--- src/rtl/flood_open.sv ---
`default_nettype none
// ============================================================================
// Module      : flood_open
// Description : Zero-cascade opener for the minesweeper core. A single open
//               request walks the connected region of zero-valued cells
//               using a LIFO stack and a visited bitmap, and issues one
//               open strobe per uncovered cell towards board_cover.
//               Board and cover state are read through a registered lookup
//               port with one cycle of latency.
// Ports       : clk                 system clock
//               reset               asynchronous, active-low
//               start/start_x/_y    one-cycle open request (dropped while busy)
//               rd_x/rd_y           registered lookup address
//               board_val           board value at lookup (0..8, 5'b11111 mine)
//               cover_val           cover state at lookup (0 covered,
//                                   bit0 opened, bit1 flagged)
//               open/open_x/open_y  one-cycle open strobe and cell
//               busy                flood in progress
//               done                one-cycle completion pulse
// Revision    : 1.0 - initial release
// ============================================================================
module flood_open #(
  parameter int X_SIZE       = 16,
  parameter int Y_SIZE       = 16,
  parameter int X_COORD_BITS = 4,
  parameter int Y_COORD_BITS = 4
) (
  input  logic                    clk,
  input  logic                    reset,
  input  logic                    start,
  input  logic [X_COORD_BITS-1:0] start_x,
  input  logic [Y_COORD_BITS-1:0] start_y,
  output logic [X_COORD_BITS-1:0] rd_x,
  output logic [Y_COORD_BITS-1:0] rd_y,
  input  logic [4:0]              board_val,
  input  logic [1:0]              cover_val,
  output logic                    open,
  output logic [X_COORD_BITS-1:0] open_x,
  output logic [Y_COORD_BITS-1:0] open_y,
  output logic                    busy,
  output logic                    done
);

  localparam int C_CELLS = X_SIZE * Y_SIZE;
  localparam int C_IDX_W = X_COORD_BITS + Y_COORD_BITS;
  localparam int C_SP_W  = C_IDX_W + 1;

  localparam logic [X_COORD_BITS:0] C_X_LIMIT = (X_COORD_BITS+1)'(X_SIZE);
  localparam logic [Y_COORD_BITS:0] C_Y_LIMIT = (Y_COORD_BITS+1)'(Y_SIZE);
  localparam logic [C_IDX_W-1:0]    C_X_MUL   = C_IDX_W'(X_SIZE);
  localparam logic [C_IDX_W-1:0]    C_IDX_ONE = C_IDX_W'(1);
  localparam logic [C_SP_W-1:0]     C_SP_ONE  = C_SP_W'(1);

  typedef enum logic [2:0] {
    S_IDLE  = 3'd0,
    S_POP   = 3'd1,
    S_WAIT  = 3'd2,
    S_CHECK = 3'd3,
    S_NEIGH = 3'd4,
    S_DONE  = 3'd5
  } state_t;

  state_t                r_state;
  logic [C_SP_W-1:0]     r_sp;
  logic [C_CELLS-1:0]    r_visited;
  logic [2:0]            r_nidx;
  logic [C_IDX_W-1:0]    r_stack [C_CELLS];

  logic                    w_accept;
  logic [1:0]              w_dx;
  logic [1:0]              w_dy;
  logic [X_COORD_BITS:0]   w_nx;
  logic [Y_COORD_BITS:0]   w_ny;
  logic                    w_n_in;
  logic [C_IDX_W-1:0]      w_nidx;
  logic [C_IDX_W-1:0]      w_sidx;
  logic                    w_push_neigh;
  logic                    w_push;
  logic [C_IDX_W-1:0]      w_push_data;
  logic [C_IDX_W-1:0]      w_wr_ptr;
  logic [C_IDX_W-1:0]      w_top_ptr;
  logic [C_IDX_W-1:0]      w_top;

  // A request is only taken in IDLE with busy low; busy stays high for the
  // cycle after DONE, which keeps a request on that cycle from being taken.
  assign w_accept = (r_state == S_IDLE) && start && !busy;

  // Neighbour offsets as 2-bit two's complement (2'b11 = -1).
  always_comb begin
    w_dx = 2'b00;
    w_dy = 2'b00;
    case (r_nidx)
      3'd0:    begin w_dx = 2'b11; w_dy = 2'b11; end
      3'd1:    begin w_dx = 2'b00; w_dy = 2'b11; end
      3'd2:    begin w_dx = 2'b01; w_dy = 2'b11; end
      3'd3:    begin w_dx = 2'b11; w_dy = 2'b00; end
      3'd4:    begin w_dx = 2'b01; w_dy = 2'b00; end
      3'd5:    begin w_dx = 2'b11; w_dy = 2'b01; end
      3'd6:    begin w_dx = 2'b00; w_dy = 2'b01; end
      default: begin w_dx = 2'b01; w_dy = 2'b01; end
    endcase
  end

  // One bit wider than the coordinate: -1 shows up with the top bit set, so
  // the left/top edge never wraps onto the opposite side.
  assign w_nx = {1'b0, rd_x} + {{(X_COORD_BITS-1){w_dx[1]}}, w_dx};
  assign w_ny = {1'b0, rd_y} + {{(Y_COORD_BITS-1){w_dy[1]}}, w_dy};

  assign w_n_in = !w_nx[X_COORD_BITS] && ({1'b0, w_nx[X_COORD_BITS-1:0]} < C_X_LIMIT) &&
                  !w_ny[Y_COORD_BITS] && ({1'b0, w_ny[Y_COORD_BITS-1:0]} < C_Y_LIMIT);

  assign w_nidx = C_IDX_W'(w_ny[Y_COORD_BITS-1:0]) * C_X_MUL + C_IDX_W'(w_nx[X_COORD_BITS-1:0]);
  assign w_sidx = C_IDX_W'(start_y) * C_X_MUL + C_IDX_W'(start_x);

  assign w_push_neigh = (r_state == S_NEIGH) && w_n_in && !r_visited[w_nidx];
  assign w_push       = w_accept || w_push_neigh;
  assign w_push_data  = w_accept ? {start_y, start_x}
                                 : {w_ny[Y_COORD_BITS-1:0], w_nx[X_COORD_BITS-1:0]};
  assign w_wr_ptr     = w_accept ? '0 : r_sp[C_IDX_W-1:0];

  // When the stack holds every cell the pointer's low bits wrap to zero, and
  // subtracting one still lands on the last entry.
  assign w_top_ptr = r_sp[C_IDX_W-1:0] - C_IDX_ONE;
  assign w_top     = r_stack[w_top_ptr];

  // Stack storage carries no reset; only entries below the pointer matter.
  always_ff @(posedge clk) begin
    if (w_push) begin
      r_stack[w_wr_ptr] <= w_push_data;
    end
  end

  always_ff @(posedge clk or negedge reset) begin
    if (!reset) begin
      r_state   <= S_IDLE;
      r_sp      <= '0;
      r_visited <= '0;
      r_nidx    <= 3'd0;
      rd_x      <= '0;
      rd_y      <= '0;
      open      <= 1'b0;
      open_x    <= '0;
      open_y    <= '0;
      busy      <= 1'b0;
      done      <= 1'b0;
    end else begin
      open <= 1'b0;
      done <= 1'b0;
      case (r_state)
        S_IDLE: begin
          busy <= 1'b0;
          if (w_accept) begin
            r_visited         <= '0;
            r_visited[w_sidx] <= 1'b1;
            r_sp              <= C_SP_ONE;
            busy              <= 1'b1;
            r_state           <= S_POP;
          end
        end

        S_POP: begin
          if (r_sp == '0) begin
            r_state <= S_DONE;
          end else begin
            r_sp    <= r_sp - C_SP_ONE;
            rd_x    <= w_top[X_COORD_BITS-1:0];
            rd_y    <= w_top[C_IDX_W-1:X_COORD_BITS];
            r_state <= S_WAIT;
          end
        end

        S_WAIT: begin
          r_state <= S_CHECK;
        end

        S_CHECK: begin
          // Opened or flagged cells are skipped. Mines are still opened but
          // never spread the flood since their value is not zero.
          if (cover_val == 2'b00) begin
            open   <= 1'b1;
            open_x <= rd_x;
            open_y <= rd_y;
            if (board_val == 5'd0) begin
              r_nidx  <= 3'd0;
              r_state <= S_NEIGH;
            end else begin
              r_state <= S_POP;
            end
          end else begin
            r_state <= S_POP;
          end
        end

        S_NEIGH: begin
          // Marking on push guarantees each cell enters the stack once, so
          // the stack depth never exceeds the cell count.
          if (w_push_neigh) begin
            r_sp              <= r_sp + C_SP_ONE;
            r_visited[w_nidx] <= 1'b1;
          end
          r_nidx <= r_nidx + 3'd1;
          if (r_nidx == 3'd7) begin
            r_state <= S_POP;
          end
        end

        S_DONE: begin
          done    <= 1'b1;
          r_state <= S_IDLE;
        end

        default: begin
          r_state <= S_IDLE;
        end
      endcase
    end
  end

endmodule
`default_nettype wire

--- config.mk ---
export PLATFORM = sky130hd
export DESIGN_NAME = flood_open
export DESIGN_NICKNAME = d
export VERILOG_FILES = /design/src/rtl/flood_open.sv
export SDC_FILE = /design/constraint.sdc
export NUM_CORES = 2
export LEC_CHECK = 0
export ABC_AREA = 1
export BUFFER_PORTS_ARGS = -buffer_cell sky130_fd_sc_hd__buf_2
export CAP_MARGIN = 20
export CORE_MARGIN = 2
export CORE_UTILIZATION = 35
export CTS_BUF_LIST = sky130_fd_sc_hd__clkbuf_4 sky130_fd_sc_hd__clkbuf_8
export DETAILED_ROUTE_END_ITERATION = 10
export MAX_ROUTING_LAYER = met4
export PLACE_DENSITY = 0.53
export SYNTH_ARGS = -nofsm -noshare
export SYNTH_HDL_FRONTEND = slang
export SYNTH_SLANG_ARGS = --single-unit
--- constraint.sdc ---
create_clock -name clk -period 32.1 [get_ports clk]
set_input_delay 6.42 -clock clk [delete_from_list [all_inputs] [get_ports clk]]
set_output_delay 6.42 -clock clk [all_outputs]
set_load 0.02 [all_outputs]
==> impl_summary.md <==
Run status
The flow ran to the end, and the final reports show no timing, DRC or antenna violations.

Drt
The routed wire length per instance is approximately 25 microns. After the first detailed-routing iteration, the DRC count stood at roughly 11k. The DRC violation count after routing is 0. The routed layout has 74.07k vias. The count of nets left with antenna violations once routing finished came out at 0.

The count of TritonRoute iterations in the first routing pass is 8. After detailed routing, the number of vias per cell comes to ~5.6. Wires add up to 327.2 mm.

Worst setup path
The master of the slowest instance on the critical path is nand3b_1. The worst endpoint data arrival time is 10550 ps. The startpoint identified for the worst register-to-register timing path is r_nidx[1]. The largest single stage delay on the critical path is ~950 ps. The maximum fanout count along the critical path is 41.

STA classifies the critical path startpoint as a primary input. The cell that appears most often on the critical path is nor2_1. By startpoint and endpoint, the worst setup path is classified as in -> reg. The critical path launch point is start. The data required time at the worst endpoint is roughly 33000 ps. The critical path goes through buf_2, nand3_4, buf_4, inv_1, nor2_1, inv_1, nor2_1, nand3b_1, buf_4, nor2_1. The endpoint class of the critical path is a flip-flop.

Global routing
The all-layer global routing usage is between 20% and 30%. The leftover overflow at the end of global routing is 0. Entering global routing, the biggest net connects between 200 and 300 pins. The first-pass GRT wire length is ~480 mm. The number of global-route vias before repair came to between 70k and 80k. The number of antenna violations at the first check in global routing came to 9.

STA
Based on the critical path, the design can be clocked at up to 0.1004 GHz. Setup violations remaining at the end of the flow were counted as 0. The final worst-path cycle share is between 30% and 40%. Headroom to the max-slew limit came out at under 10%. The sum of negative setup slack is 0 ps. The transition time of the tightest slew-check pin is around 1400 ps. For the final database, setup skew stands at between 100 and 150 ps.

Setup repair after global routing left no endpoint under its margin. The max-slew violation total from the final report is 0. The hold violation count in the final report is 0. The minimum clock period is roughly 10000 ps.

CTS
The clock passes through at most 4 buffers. The number of setup buffers added after CTS is 0. Clock tree synthesis found a total of 2338 sinks. Post-CTS repair changed the size of 0 cells. The number of clock buffers inserted by TritonCTS is roughly 390. Clock-pin slew was measured on the worst setup and hold paths at 60 ps. CTS built an H-tree with a depth of 5. Hold repair after CTS inserted 0 buffers. The TritonCTS clock tree is yes. CTS placed an instance of clkbuf_8 at the clock tree root. Clock latency on the worst-skew pair, taken at its later pin, is 1040 ps.

Cells and area
The ratio of cells with drive above 1 in the final layout is 8.677%. Leaving out fill and tap cells, the most frequent cell in the layout is edfxtp_1. The net count of the finished layout is between 9k and 10k. Leaving out fill and tap cells, the most frequent cells in the layout are edfxtp_1 (2048), nor2_1 (1435), nand2_1 (1387). From synthesis to final layout, the design area changed by 11.09%.

Logic synthesis
By area the synthesized netlist is led by edfxtp_1 (62%), dfrtp_1 (7.3%), o21ai_0 (6.0%). The average size of a mapped cell is between 10 and 15 sq um. The sequential cell area fraction in the yosys report is between 60 and 70%.

The number of instances in the synthesized netlist is approximately 9.2k. When the netlist entered floorplanning its net count stood at about 9.2k. The area share of the largest cell type after synthesis is between 60% and 70%. In this run, synthesis produced a sequential element count of between 2k and 2.5k.

The netlist uses 39 different library cells. Yosys printed 0 warnings. The largest total area in the synthesized netlist belongs to edfxtp_1.

The post-synthesis cell area is approximately 0.1 sq mm.

Flow run
The tool flagged a number of max-cap violations equal to 0.

Die
The die is between 500 and 600 microns wide. The initial core utilization is a little over a third. The die covers between 0.2 and 0.3 sq mm. The area of the core is 0.2847 sq mm. In this run the count of I/O pins placed on the die edge is 37. The die is 538.4 microns tall. The floorplan has 196 rows.

Min path
The worst min-delay path class is reg -> reg. In this run the most critical hold path is launched from open_y[1].

Place
The HPWL after detailed placement is between 150 and 200 mm. The weighted congestion at the end of routability-driven global placement is 0.8798. Port buffering added 36 buffers.
## cell usage after synthesis (all sizes together)
library cell	count
o21bai	1
o2111ai	1
or2	2
xnor2	3
fa	3
o21ai	1202
a211oi	1
o211ai	1
clkbuf	557
nand4	18
ha	23
nand3	749
inv	234
o21a	1
nor3	10
a22oi	1
buf	133
or3	1
xor2	8
nand2	1394
dfrtp	290
a21o	1
a21oi	304
nor2	1445
o22ai	756
clkinv	1
nor4	2
nand3b	8
edfxtp	2048
o32ai	1
## layout make-up
| class | instances | area [sq um] |
|---|---|---|
| Multi-Input combinational cell | 5936 | 27860 |
| Antenna cell | 4 | 10.01 |
| Fill cell | 27337 | 173700 |
| Sequential cell | 2338 | 68760 |
| Timing Repair Buffer | 176 | 1501 |
| Tap cell | 3762 | 4707 |
| Clock inverter | 167 | 994.7 |
| Inverter | 235 | 914.6 |
| Clock buffer | 506 | 6289 |
## cells by family after synthesis
kind of cell,synth area share (%)
AND/OR/NAND/NOR,14.83
flip-flops,68.79
AO/OA/AOI/OAI,12.34
buffers and inverters,3.595
adder cells (fa/ha/maj),0.3480
XOR/XNOR,0.1039
## flip-flops by register name, indices dropped and copies added, names as in the netlist, 3 cells and up
register / cells
r_visited: 256
r_nidx: 3
r_stack: 2048
open_x: 4
rd_y: 4
r_sp: 9
r_state: 3
rd_x: 4
open_y: 4
## path summary, 6_finish.rpt
check,slack (ps),to,cells past startpoint
worst max register to register,23140,r_stack[12][5],24
min in group asynchronous,5460,open_y[1],1
worst min-delay path,470,open_y[1],2
worst max-delay path,22140,r_stack[75][3],10
worst min register to register,470,open_y[1],2
max in group asynchronous,25200,r_visited[246],2
## worst max-delay path, delay by kind of cell
| kind | cells | cell delay, ps |
|---|---|---|
| buffers and inverters | 5 | 1880 |
| AND/OR/NAND/NOR | 5 | 2190 |
## metrics by stage
step / std cells / setup slack [ps] / hold WS (ps) / cell area (sq um) / util (%)
floorplan: 9199 / 12830 / 478.9 / 99950 / -
finish: 13124 / 22140 / 471.5 / 111000 / 39.00
global placement: 12437 / 21200 / 460.1 / 103500 / 36.37
CTS: 13114 / 22230 / 475.7 / 110900 / 38.95
detailed placement: 12441 / 21170 / 459.2 / 103600 / 36.40
global route: 13122 / 22000 / 497.7 / 111000 / 39.00
## routing by layer
| metal | GRT usage (%) | vias up | share of wire, % |
|---|---|---|---|
| met1 | 30.84 | 36732 | 43 |
| met3 | 3.967 | 617 | 9.2 |
| li1 | - | 32803 | - |
| met2 | 33.37 | 3917 | 45 |
| met4 | 7.633 | 0 | 3.3 |
| met5 | - | - | 0 |
Power is not shown: default switching activity piles up to over one toggle a cycle in this logic, so the estimate is an artifact.
